[config.mk]
export PLATFORM = sky130hd
export DESIGN_NAME = sorted_list_reader
export DESIGN_NICKNAME = d
export VERILOG_FILES = /design/src/rtl/sorted_list_reader.sv
export SDC_FILE = /design/constraint.sdc
export NUM_CORES = 1
export LEC_CHECK = 0
export ABC_AREA = 1
export CAP_MARGIN = 40
export CORE_MARGIN = 2
export CORE_UTILIZATION = 50
export DETAILED_ROUTE_END_ITERATION = 6
export GPL_TIMING_DRIVEN = 0
export MAX_ROUTING_LAYER = met4
export PLACE_DENSITY = 0.87
export SETUP_SLACK_MARGIN = 0.15
export SLEW_MARGIN = 10
export SYNTH_ARGS = -nofsm -noshare
export SYNTH_HDL_FRONTEND = slang
export SYNTH_SLANG_ARGS = --single-unit
export TNS_END_PERCENT = 20
[constraint.sdc]
create_clock -name clk -period 6.6 [get_ports clk]
set_clock_uncertainty 0.2 [all_clocks]
set_input_delay 1.65 -clock clk [delete_from_list [all_inputs] [get_ports clk]]
set_output_delay 1.65 -clock clk [all_outputs]
set_load 0.005 [all_outputs]
[src/rtl/sorted_list_reader.sv]
// sorted_list_reader
//
// Drains the descending-sorted table produced by the pipelined sorting
// network and serialises it one entry per beat over a valid/ready stream.
// The block follows the network's fixed latency from the shared launch
// pulse, snapshots the table when it becomes valid, then emits entries
// from index 0 (largest key) upward.
//
// Optional feature macro: SORTED_LIST_READER_SKIP_ZERO_EN
//   Defined:   key 0 marks an empty slot; only the leading non-zero keys
//              are emitted, and an all-zero table produces no beats.
//   Undefined: every entry is emitted, zero keys included.
//
// Parameters:
//   N       entries per table (power of two, >= 2)
//   KEY_W   unsigned key width
//   DATA_W  payload width carried alongside each key
//   LAT     sorting network latency in cycles (>= 1)
//
// Ports:
//   clk          clock
//   rst          synchronous active-high reset
//   sort_start   launch pulse (also drives the network's input valid)
//   sorted_key   network output keys, entry i at [i*KEY_W +: KEY_W]
//   sorted_data  network output payloads, packed like sorted_key
//   busy         high whenever the block is not idle
//   out_valid    stream beat valid
//   out_ready    downstream accept
//   out_key      key of the current beat
//   out_data     payload of the current beat
//   out_idx      table index of the current beat
//   out_last     final beat of a table
//   done         one-cycle pulse after a table has been fully drained
//   overrun      sticky: a launch arrived while busy

module sorted_list_reader #(
    parameter int N      = 4,
    parameter int KEY_W  = 8,
    parameter int DATA_W = 16,
    parameter int LAT    = 3
) (
    input  logic                  clk,
    input  logic                  rst,
    input  logic                  sort_start,
    input  logic [N*KEY_W-1:0]    sorted_key,
    input  logic [N*DATA_W-1:0]   sorted_data,
    output logic                  busy,
    output logic                  out_valid,
    input  logic                  out_ready,
    output logic [KEY_W-1:0]      out_key,
    output logic [DATA_W-1:0]     out_data,
    output logic [$clog2(N)-1:0]  out_idx,
    output logic                  out_last,
    output logic                  done,
    output logic                  overrun
);

    localparam int IDX_W = $clog2(N);
    localparam int CNT_W = (LAT > 1) ? $clog2(LAT) : 1;

    typedef enum logic [1:0] {
        IDLE   = 2'd0,
        WAIT   = 2'd1,
        STREAM = 2'd2
    } state_t;

    state_t              state;
    state_t              state_next;
    logic [CNT_W-1:0]    cnt;
    logic [IDX_W-1:0]    rd_idx;
    logic [IDX_W-1:0]    last_idx;
    logic [IDX_W-1:0]    next_idx;
    logic [IDX_W:0]      beat_cnt;
    logic                capture;
    logic                handshake;
    logic                final_hs;

    logic [KEY_W-1:0]    snap_key  [N];
    logic [DATA_W-1:0]   snap_data [N];

    assign capture   = (state == WAIT) && (cnt == '0);
    assign handshake = out_valid && out_ready;
    assign final_hs  = handshake && out_last;
    assign next_idx  = rd_idx + IDX_W'(1);

    // Beat count M for the table currently presented by the network. It is
    // only used in the capture cycle, when sorted_key is guaranteed valid.
    // With zero skipping, the descending order means the empty slots form a
    // tail, so M is the length of the leading run of non-zero keys.
`ifdef SORTED_LIST_READER_SKIP_ZERO_EN
    logic run;
    always_comb begin
        beat_cnt = '0;
        run      = 1'b1;
        for (int i = 0; i < N; i++) begin
            if (run && (sorted_key[i*KEY_W +: KEY_W] != '0)) begin
                beat_cnt = beat_cnt + (IDX_W+1)'(1);
            end else begin
                run = 1'b0;
            end
        end
    end
`else
    always_comb begin
        beat_cnt = (IDX_W+1)'(N);
    end
`endif

    // Next-state logic. A launch is only accepted from IDLE; launches seen
    // in WAIT or STREAM never disturb the sequence and are flagged instead.
    always_comb begin
        state_next = state;
        case (state)
            IDLE: begin
                if (sort_start) begin
                    state_next = WAIT;
                end
            end
            WAIT: begin
                if (cnt == '0) begin
                    state_next = (beat_cnt != '0) ? STREAM : IDLE;
                end
            end
            STREAM: begin
                if (final_hs) begin
                    state_next = IDLE;
                end
            end
            default: state_next = IDLE;
        endcase
    end

    // State register.
    always_ff @(posedge clk) begin
        if (rst) begin
            state <= IDLE;
        end else begin
            state <= state_next;
        end
    end

    // Snapshot of the network output, taken at the end of the last latency
    // cycle. It needs no reset: its contents only matter once captured.
    always_ff @(posedge clk) begin
        if (capture) begin
            for (int i = 0; i < N; i++) begin
                snap_key[i]  <= sorted_key[i*KEY_W +: KEY_W];
                snap_data[i] <= sorted_data[i*DATA_W +: DATA_W];
            end
        end
    end

    // Registered datapath and stream outputs. The first beat is loaded
    // straight from the network inputs in the capture cycle so that it is
    // valid in the very next cycle; later beats come from the snapshot.
    // busy and out_valid are registered copies of the next state, which
    // keeps every output a flop and keeps out_ready off the valid path.
    always_ff @(posedge clk) begin
        if (rst) begin
            cnt       <= '0;
            rd_idx    <= '0;
            last_idx  <= '0;
            busy      <= 1'b0;
            out_valid <= 1'b0;
            out_key   <= '0;
            out_data  <= '0;
            out_idx   <= '0;
            out_last  <= 1'b0;
            done      <= 1'b0;
            overrun   <= 1'b0;
        end else begin
            done      <= 1'b0;
            busy      <= (state_next != IDLE);
            out_valid <= (state_next == STREAM);

            if (sort_start && (state != IDLE)) begin
                overrun <= 1'b1;
            end

            case (state)
                IDLE: begin
                    if (sort_start) begin
                        cnt <= CNT_W'(LAT - 1);
                    end
                end
                WAIT: begin
                    if (cnt != '0) begin
                        cnt <= cnt - CNT_W'(1);
                    end else begin
                        last_idx <= IDX_W'(beat_cnt - (IDX_W+1)'(1));
                        rd_idx   <= '0;
                        if (beat_cnt != '0) begin
                            out_key  <= sorted_key[0 +: KEY_W];
                            out_data <= sorted_data[0 +: DATA_W];
                            out_idx  <= '0;
                            out_last <= (beat_cnt == (IDX_W+1)'(1));
                        end else begin
                            done <= 1'b1;
                        end
                    end
                end
                STREAM: begin
                    if (handshake) begin
                        if (out_last) begin
                            done     <= 1'b1;
                            out_last <= 1'b0;
                            out_key  <= '0;
                            out_data <= '0;
                            out_idx  <= '0;
                        end else begin
                            rd_idx   <= next_idx;
                            out_key  <= snap_key[next_idx];
                            out_data <= snap_data[next_idx];
                            out_idx  <= next_idx;
                            out_last <= (next_idx == last_idx);
                        end
                    end
                end
                default: begin
                    cnt <= '0;
                end
            endcase
        end
    end

endmodule

Word-level counts from Yosys, hierarchy flattened. Memory sizes are Yosys's and may differ from the RTL's. Cells that the tools add are included.

Logic and storage cells: 72. ROM bits: 0. Bits in registers: 38. Memory bits (writable): 96. Input bits: 100. Memories kept: 2. Bits in latches: 0. Output and inout bits: 31.

Memory list: snap_data (depth 4, width 16, read ports 1, clocked after memory_dff 0, wr ports 4, line 79) `logic [DATA_W-1:0] snap_data [N];`; snap_key (depth 4, width 8, read ports 1, clocked after memory_dff 0, wr ports 4, line 78) `logic [KEY_W-1:0] snap_key [N];`.

Reductions and logical operators: 15. Shift operators: 0. Equal/unequal tests: 9. $mul: 0. Div/mod/pow operators: 0. Magnitude comparators: 0. Bitwise operators: 3. Multiplexer cells: 29. Add/sub/neg operators: 2.

Operators by type and width (number): 2-to-1 mux 16 bit (3); one-hot mux 16 bit (2 select lines) (1); 2-to-1 mux 8 bit (3); 2-to-1 mux 2 bit (10); one-hot mux 8 bit (2 select lines) (1); one-hot mux 2 bit (3 select lines) (2); inequality test 2 bit (second input constant) (4); one-hot mux 2 bit (2 select lines) (2); nonzero test 2 bit (4); 2-to-1 mux 1 bit (6); AND reduction 3 bit (2); equality test 2 bit (second input constant) (2); logical AND 1 bit (4); logical NOT 2 bit (2); AND reduction 4 bit (1); inverter 1 bit (3); OR reduction 3 bit (1); adder 2 x 1 -> 2 bit (second input constant) (1); equality test 2 x 1 -> 1 bit (second input constant) (1); equality test 2 bit (1); inequality test 2 x 1 -> 1 bit (second input constant) (1); one-hot mux 1 bit (2 select lines) (1); AND reduction 2 bit (1); subtractor 2 x 1 -> 2 bit (second input constant) (1).

Logic depth before layout (Yosys ltp). Gate-level depths: netlist of run 1.

Depth in word-level cells: 5. Mapped depth: 9. Gate-level depth less buffers: 7.

Least setup slack after synthesis of run 1. No wires, ideal clock.

Path kind: reg-to-reg. Start point: reg cnt[0]. End point: reg out_key[4]. Cell stages (with the launch flop): 9. Period minus slack after synthesis: 5.664 ns. Path buffers: 1. Setup time: 0.118 ns. Setup slack: 0.936 ns. Data arrival time: 5.345 ns. Required time: 6.282 ns. Cell sequence: dfxtp_1 -> inv_1 -> ha_1 -> inv_1 -> nor2_1 -> nor2_4 -> buf_6 -> nor2_1 -> a21oi_2.

Longest elaborated chain between the ends: 3.

RTL lines: start: declaration (line 69) `logic [CNT_W-1:0] cnt;`; start signal: assignment (line 183) `cnt <= CNT_W'(LAT - 1);`; start signal: assignment (line 188) `cnt <= cnt - CNT_W'(1);`; nonzero test 2 bit (line 187) `if (cnt != '0) begin`; inequality test 2 bit (no line); AND reduction 3 bit (no line); end signal: assignment (line 193) `out_key <= sorted_key[0 +: KEY_W];`; end signal: assignment (line 212) `out_key <= snap_key[next_idx];`; end: declaration (line 50) `output logic [KEY_W-1:0] out_key,`.

Every way passes these cells. A chain may end at the register's enable or synchronous reset.

Worst setup path after layout of run 1.
Start point: reg out_last. End point: out out_last.

RTL lines: start: declaration (line 53) `output logic out_last,`; start signal: assignment (line 196) `out_last <= (beat_cnt == (IDX_W+1)'(1));`; start signal: assignment (line 215) `out_last <= (next_idx == last_idx);`.

No word-level cell between the ends.

==> results.md, run 1 <==
* Mean number of vias per cell at 5.236
* Fillcell total at 744
* Cells after synthesis at 588
* Post-CTS setup-driven buffer insertion count at 0
* Total of hold buffers inserted after clock tree synthesis at 0
* Post-cts sizing count at 0
* Total routing usage reported by global routing at 0.2636
* Share of the yosys chip area belonging to registers at 0.6503
* Buffers and inverters on the worst path at 1
* Relative slew slack at 0.6019
* Skew-Pair Late Insertion Delay at 0.53 ns
* Final period demand of the worst path at 3.342 ns
* Post-synth cell types at 23
* Global-route wire length before repair at 22750 um
* Via count of the first global-routing pass at 4724
* Worst voltage drop across the vdd grid at 0.0001989 V
* Die outline width at 109.9 um
* Remaining routing DRC violations at 0
* Worst Tran Pin Value at 0.5972 ns
* Crit path largest cell delay at 0.54 ns
* Global-route met1 utilization at 0.3114
* Number of buffers on the longest clock path at 2
* Total number of H-tree levels at 4
* Remaining antenna violation count at 0
* Number of nets in the synthesized netlist at 689
* Post-synthesis area per instance at 9.529 um^2
* Area of the placeable core at 10890 um^2
* Routed via count at 4676
* # port buffers at 130
* Yosys warning total at 0
* Busiest layer in global routing: met2
* Clock tree from TritonCTS: built
* Cell class contributing the biggest share of worst-path delay: buffers and inverters
* Count leader, synth: sky130_fd_sc_hd__nand2_1
* Data required time at the worst endpoint at 4.75 ns
* Final #Nets at 841
* Slowest-stage cell, CP: sky130_fd_sc_hd__clkdlybuf4s50_1
* I/O Pins at 131
* Remaining global-route overflow at 0
* Standard-cell row count at 38
* Worst Path Max Fanout at 5
* Category of the critical setup timing path: reg -> out
* Starting Density at 0.5146
* Critical path startpoint category: flip-flop
* Ys async rst share at 0
* Number of diodes at 0
* Result of the run: complete, no violations
* Sort of element at the end of the critical path: output port
* Top area cells in the synthesized netlist: sky130_fd_sc_hd__edfxtp_1, sky130_fd_sc_hd__nand2_1, sky130_fd_sc_hd__dfxtp_1, sky130_fd_sc_hd__nor2_1, sky130_fd_sc_hd__o21bai_1
* Critical path, cell by cell: clkdlybuf4s50_1
* Top post-synthesis cells by count: sky130_fd_sc_hd__nand2_1, sky130_fd_sc_hd__edfxtp_1, sky130_fd_sc_hd__nor2_1
* Synth top area share at 0.5145
* Setup repair after global routing missed its margin: false
* Met3 global-route usage at 0.06343
* Post-Layout Inst Area at 7796 um^2
* Number of flops mapped to enable cells by yosys at 96
* Initial antenna violation count at 0
* Ratio of final minimum period to clock period at 0.5064
* Setup TNS at 0 ns
* Setup violators final at 0
* TritonCTS Sinks at 134
* Post-place instance area at 7147 um^2
* Routed wire per std cell at 16.55 um
* Post-detail-place hpwl at 9880 um
* CTS buffer count at 17
* 1st-iter DRT viols at 309
* Leakage at 0.003329 uW
* Height of the die at 109.9 um
* Dominant synthesized flop cell: sky130_fd_sc_hd__edfxtp_1
* Met2 usage at 0.4273
* Count of state elements after synthesis at 134
* Die footprint at 12070 um^2
* Pwr Total at 2645 uW
* Syn-to-layout area delta at 39.15%
* Final number of max-transition violations at 0
* Netlist area before placement at 5603 um^2
* R2R Setup Slk at 4.44 ns
* Layout cell share with drive strength beyond 1 at 0.08367
* Max Fclk at 299.2 MHz
* GP Congestion at 0.8565
* Leading area contributor after synthesis: sky130_fd_sc_hd__edfxtp_1
* Max-cap violations at 0
* Root Driver: sky130_fd_sc_hd__clkbuf_8
* Signal arrival time at the worst endpoint at 1.49 ns
* Clock slew at reported path FFs at 0.06 ns
* Final count of hold timing violations at 0
* Ratio of total power to cell area at 339.3 nW/um^2
* Hold Crit Class: reg -> reg
* Maximum number of pins on one net before global-route repair at 33
* Iteration count of the initial detailed-routing pass at 5
* Final WL at 14780 um
-- power breakdown --
group          internal (uW)  total, uW  switching, uW
Sequential              1040       1090           48.2
Combinational            231        518            288
Clock                    687       1040            353
Total                   1960       2650            688
-- cell type report --
cell class                 instances  area [um^2]  area share
clock buffer                      18        417.9     0.05360
clock inverter                    14        231.5     0.02969
sequential                       134         3643      0.4673
multi-input combinational        392         1690      0.2168
timing repair buffer             133         1361      0.1746
inverter                          37        138.9     0.01781
tap                              140        175.2     0.02247
buffer                            25        137.6     0.01765
-- through the flow --
step | std cells | hold slack [ns] | setup slack [ns] | utilization
after global placement | 858 | 0.2444 | -0.6995 | 0.6502
after CTS | 893 | 0.2626 | 3.252 | 0.7160
after detailed placement | 861 | 0.2546 | 3.354 | 0.6564
after floorplan | 588 | 0.2325 | 0.9363 | -
final | 893 | 0.2596 | 3.258 | 0.7160
after global routing | 893 | 0.2937 | 3.175 | 0.7160
-- registers in the layout, indices dropped and copies added, names as in the netlist --
name,cells
rd_idx,2
out_key,8
out_idx,2
state,2
overrun,1
last_idx,1
out_valid,1
cnt,2
snap_key,32
done,1
out_last,1
busy,1
snap_data,64
out_data,16
-- kinds of logic (layout without fill, tap and decap cells) --
logic type,after synthesis,count (layout),synth area share
buffers and inverters,62,227,0.04935
AND/OR/NAND/NOR,325,325,0.2251
AO/OA/AOI/OAI,66,66,0.07302
flip-flops,134,134,0.6503
adder cells (fa/ha/maj),1,1,0.002233
-- cells in the final DEF, fill, tap and decap left out --
master / count
sky130_fd_sc_hd__a21o_1: 1
sky130_fd_sc_hd__a21oi_1: 30
sky130_fd_sc_hd__a21oi_2: 4
sky130_fd_sc_hd__a31oi_1: 3
sky130_fd_sc_hd__buf_12: 3
sky130_fd_sc_hd__buf_2: 11
sky130_fd_sc_hd__buf_4: 4
sky130_fd_sc_hd__buf_6: 2
sky130_fd_sc_hd__bufinv_16: 6
sky130_fd_sc_hd__clkbuf_1: 9
sky130_fd_sc_hd__clkbuf_16: 16
sky130_fd_sc_hd__clkbuf_8: 1
sky130_fd_sc_hd__clkdlybuf4s50_1: 130
sky130_fd_sc_hd__clkinv_1: 3
sky130_fd_sc_hd__clkinv_2: 1
sky130_fd_sc_hd__clkinv_4: 4
sky130_fd_sc_hd__dfxtp_1: 38
sky130_fd_sc_hd__edfxtp_1: 96
sky130_fd_sc_hd__ha_1: 1
sky130_fd_sc_hd__inv_1: 34
sky130_fd_sc_hd__inv_2: 3
sky130_fd_sc_hd__nand2_1: 254
sky130_fd_sc_hd__nand2_2: 2
sky130_fd_sc_hd__nand2_4: 1
sky130_fd_sc_hd__nand3_1: 6
sky130_fd_sc_hd__nor2_1: 56
sky130_fd_sc_hd__nor2_2: 2
sky130_fd_sc_hd__nor2_4: 3
sky130_fd_sc_hd__nor3_1: 1
sky130_fd_sc_hd__o21ai_0: 5
sky130_fd_sc_hd__o21bai_1: 23
-- routing by layer --
metal / vias up / share of wire
li1: 2200 / -
met1: 2214 / 0.39
met2: 230 / 0.51
met3: 32 / 0.076
met4: 0 / 0.024
met5: - / 0
-- path summary, 6_finish.rpt --
check,startpoint,cells past startpoint,to
worst max-delay path,out_last,1,out_last
worst min-delay path,overrun,2,overrun
worst max register to register,cnt[0],9,out_data[5]
worst min register to register,overrun,2,overrun
-- worst register-to-register path: stages, from the launching register on --
cell and delay (ns):
sky130_fd_sc_hd__dfxtp_1 0.31, sky130_fd_sc_hd__inv_1 0.08, sky130_fd_sc_hd__ha_1 0.19, sky130_fd_sc_hd__inv_1 0.10, sky130_fd_sc_hd__nor2_4 0.41, sky130_fd_sc_hd__buf_12 0.27, sky130_fd_sc_hd__nor2_4 0.11, sky130_fd_sc_hd__buf_6 0.16
sky130_fd_sc_hd__nor2_1 0.14, sky130_fd_sc_hd__a21oi_2 0.07
Note: power is estimated with default switching activity, not from simulation.
==> run 2: changes to the inputs <==
- CORE_UTILIZATION: 50 -> 45
- PLACE_DENSITY: 0.87 -> 0.83
- clock period: 6.6 -> 2.8 ns (I/O delays scaled with it)
==> run 2 against run 1 <==
  * Combinational power rose by 140%
  * Routed wire length fell by 3.0%
  * Largest power group unchanged
  * Non-clock buffer count did not move
  * Critical path type unchanged
  * Die area rose by 11%
  * Worst setup slack got worse by 2.8 ns
  * Sequential power rose by 130%
==> results.md, run 2 (same netlist as run 1, synthesis figures left out) <==
* Iteration count of the initial detailed-routing pass at 5 (unchanged)
* Syn-to-layout area delta at 39.82% (was 39.15%)
* Clock slew at reported path FFs at 0.06 ns (about the same)
* Fillcell total at 935 (was 744)
* Clock tree from TritonCTS: built (unchanged)
* Total number of H-tree levels at 4 (unchanged)
* Remaining antenna violation count at 0 (unchanged)
* Path depth of the worst reg2reg path at 9 (unchanged)
* Height of the die at 115.6 um (was 109.9 um)
* Final period demand of the worst path at 2.303 ns
* Signal arrival time at the worst endpoint at 1.40 ns (was 1.49 ns)
* Max-cap violations at 0 (unchanged)
* Global-route wire length before repair at 22060 um (was 22750 um)
* Most common library cell in the layout ignoring fill and taps: sky130_fd_sc_hd__nand2_1 (unchanged)
* Routed wire per std cell at 15.57 um (was 16.55 um)
* Via count of the first global-routing pass at 4498 (was 4724)
* Category of the critical setup timing path: reg -> out (unchanged)
* Core Util, Final at 0.6495 (was 0.7160)
* Final number of max-transition violations at 0 (unchanged)
* Sort of element at the end of the critical path: output port (unchanged)
* Crit path largest cell delay at 0.54 ns (about the same)
* Post-CTS setup-driven buffer insertion count at 0 (unchanged)
* Capturing point of the worst reg2reg path: out_data[3] (was out_data[5])
* Critical path depth in cells at 1 (unchanged)
* Number of buffers on the longest clock path at 2 (unchanged)
* Most flop-heavy register: snap_data (unchanged)
* Post-cts sizing count at 0 (unchanged)
* Number of diodes at 0 (unchanged)
* Largest register FFs at 64 (unchanged)
* Layout cell share with drive strength beyond 1 at 0.09827 (was 0.08367)
* Hold Crit Endpoint: overrun (unchanged)
* Skew-Pair Late Insertion Delay at 0.43 ns (was 0.53 ns)
* Final count of hold timing violations at 0 (unchanged)
* Total routing usage reported by global routing at 0.2309 (was 0.2636)
* TritonCTS Sinks at 134 (unchanged)
* 1st-iter DRT viols at 322 (was 309)
* Critical path startpoint category: flip-flop (unchanged)
* Die outline width at 115.6 um (was 109.9 um)
* Top flop regs: snap_data (64), snap_key (32), out_data (16) (unchanged)
* I/O Pins at 131 (unchanged)
* Total of hold buffers inserted after clock tree synthesis at 0 (unchanged)
* Final Hold Slack at 0.2645 ns (was 0.2596 ns)
* Remaining routing DRC violations at 0 (unchanged)
* Remaining global-route overflow at 0 (unchanged)
* Critical hold path startpoint: overrun (unchanged)
* Setup repair after global routing missed its margin: false (unchanged)
* Setup violators final at 0 (unchanged)
* Max Fclk at 434.2 MHz
* Final WL at 14340 um (was 14780 um)
* Worst Path Max Fanout at 5 (unchanged)
* Initial antenna violation count at 0 (unchanged)
* R2R Setup Slk at 0.67 ns (was 4.44 ns)
* Final #Nets at 841 (unchanged)
* Hold Crit Class: reg -> reg (unchanged)
* Slowest-stage cell, CP: sky130_fd_sc_hd__clkdlybuf4s50_1 (unchanged)
* Post-detail-place hpwl at 9850 um (was 9880 um)
* # port buffers at 130 (unchanged)
* Routed via count at 4478 (was 4676)
* Root Driver: sky130_fd_sc_hd__clkbuf_16 (was sky130_fd_sc_hd__clkbuf_8)
* Cell class contributing the biggest share of worst-path delay: buffers and inverters (unchanged)
* Ratio of final minimum period to clock period at 0.8225
* Buffers and inverters on the worst path at 1 (unchanged)
* Starting Density at 0.4645 (was 0.5146)
* Data required time at the worst endpoint at 1.90 ns (was 4.75 ns)
* CTS buffer count at 17 (unchanged)
* GP Congestion at 0.8504 (was 0.8565)
* Die footprint at 13360 um^2 (was 12070 um^2)
* Area of the placeable core at 12060 um^2 (was 10890 um^2)
* Critical path, cell by cell: clkdlybuf4s50_1 (unchanged)
* Leakage at 0.003306 uW (was 0.003329 uW)
* Result of the run: complete, no violations (unchanged)
* Relative slew slack at 0.5204 (was 0.6019)
* Pwr Total at 6139 uW (was 2645 uW)
* Most frequent cells in the layout: sky130_fd_sc_hd__nand2_1, sky130_fd_sc_hd__clkdlybuf4s50_1, sky130_fd_sc_hd__edfxtp_1 (unchanged)
* Standard-cell row count at 40 (was 38)
* Worst Tran Pin Value at 0.7193 ns (was 0.5972 ns)
* Mean number of vias per cell at 4.862 (was 5.236)
* Cell depth of the worst min-delay path at 2 (unchanged)
* Worst voltage drop across the vdd grid at 0.0004571 V (was 0.0001989 V)
* Maximum number of pins on one net before global-route repair at 30 (was 33)
* RR Startpoint: cnt[1] (was cnt[0])
* Ratio of total power to cell area at 783.6 nW/um^2 (was 339.3 nW/um^2)
## run 2: metal layers
layer / wire [um] / global-route usage
met5: 0 / -
met2: 7278 / 0.3879
met4: 225 / 0.1133
met1: 5998 / 0.2651
met3: 837 / 0.04498
## run 2: where the power goes
| group | switching, uW | internal (uW) | leakage, uW |
|---|---|---|---|
| clock | 845 | 1510 | 0.000293 |
| sequential | 111 | 2450 | 0.00119 |
| combinational | 667 | 553 | 0.00182 |
## run 2: worst max-delay path by stage
stage / to / slack [ns] / from
after CTS: out_last / 0.49 / out_last
after detailed placement: out_data[13] / 0.45 / rst
after global routing: out_last / 0.47 / out_last
final: out_last / 0.50 / out_last
after floorplan: out_data[13] / 0.01 / cnt[1]
after global placement: out_data[3] / -0.64 / cnt[1]
## run 2: final cells by class
class	count	area, um^2	share of cell area
timing repair buffer	133	1369	0.1747
inverter	37	138.9	0.01773
clock inverter	12	177.7	0.02268
buffer	25	137.6	0.01757
multi-input combinational	392	1708	0.2180
tap	168	210.2	0.02683
sequential	134	3646	0.4654
clock buffer	20	446.7	0.05702
## run 2: per-stage QoR
| stage | instance area [um^2] | TNS, ns | cells | setup slack, ns |
|---|---|---|---|---|
| after floorplan | 5630 | 0 | 588 | 0.01078 |
| after global placement | 7142 | -48.99 | 886 | -0.6362 |
| after detailed placement | 7209 | 0 | 889 | 0.4541 |
| after CTS | 7834 | 0 | 921 | 0.4931 |
| after global routing | 7834 | 0 | 921 | 0.4733 |
| final | 7834 | 0 | 921 | 0.4970 |
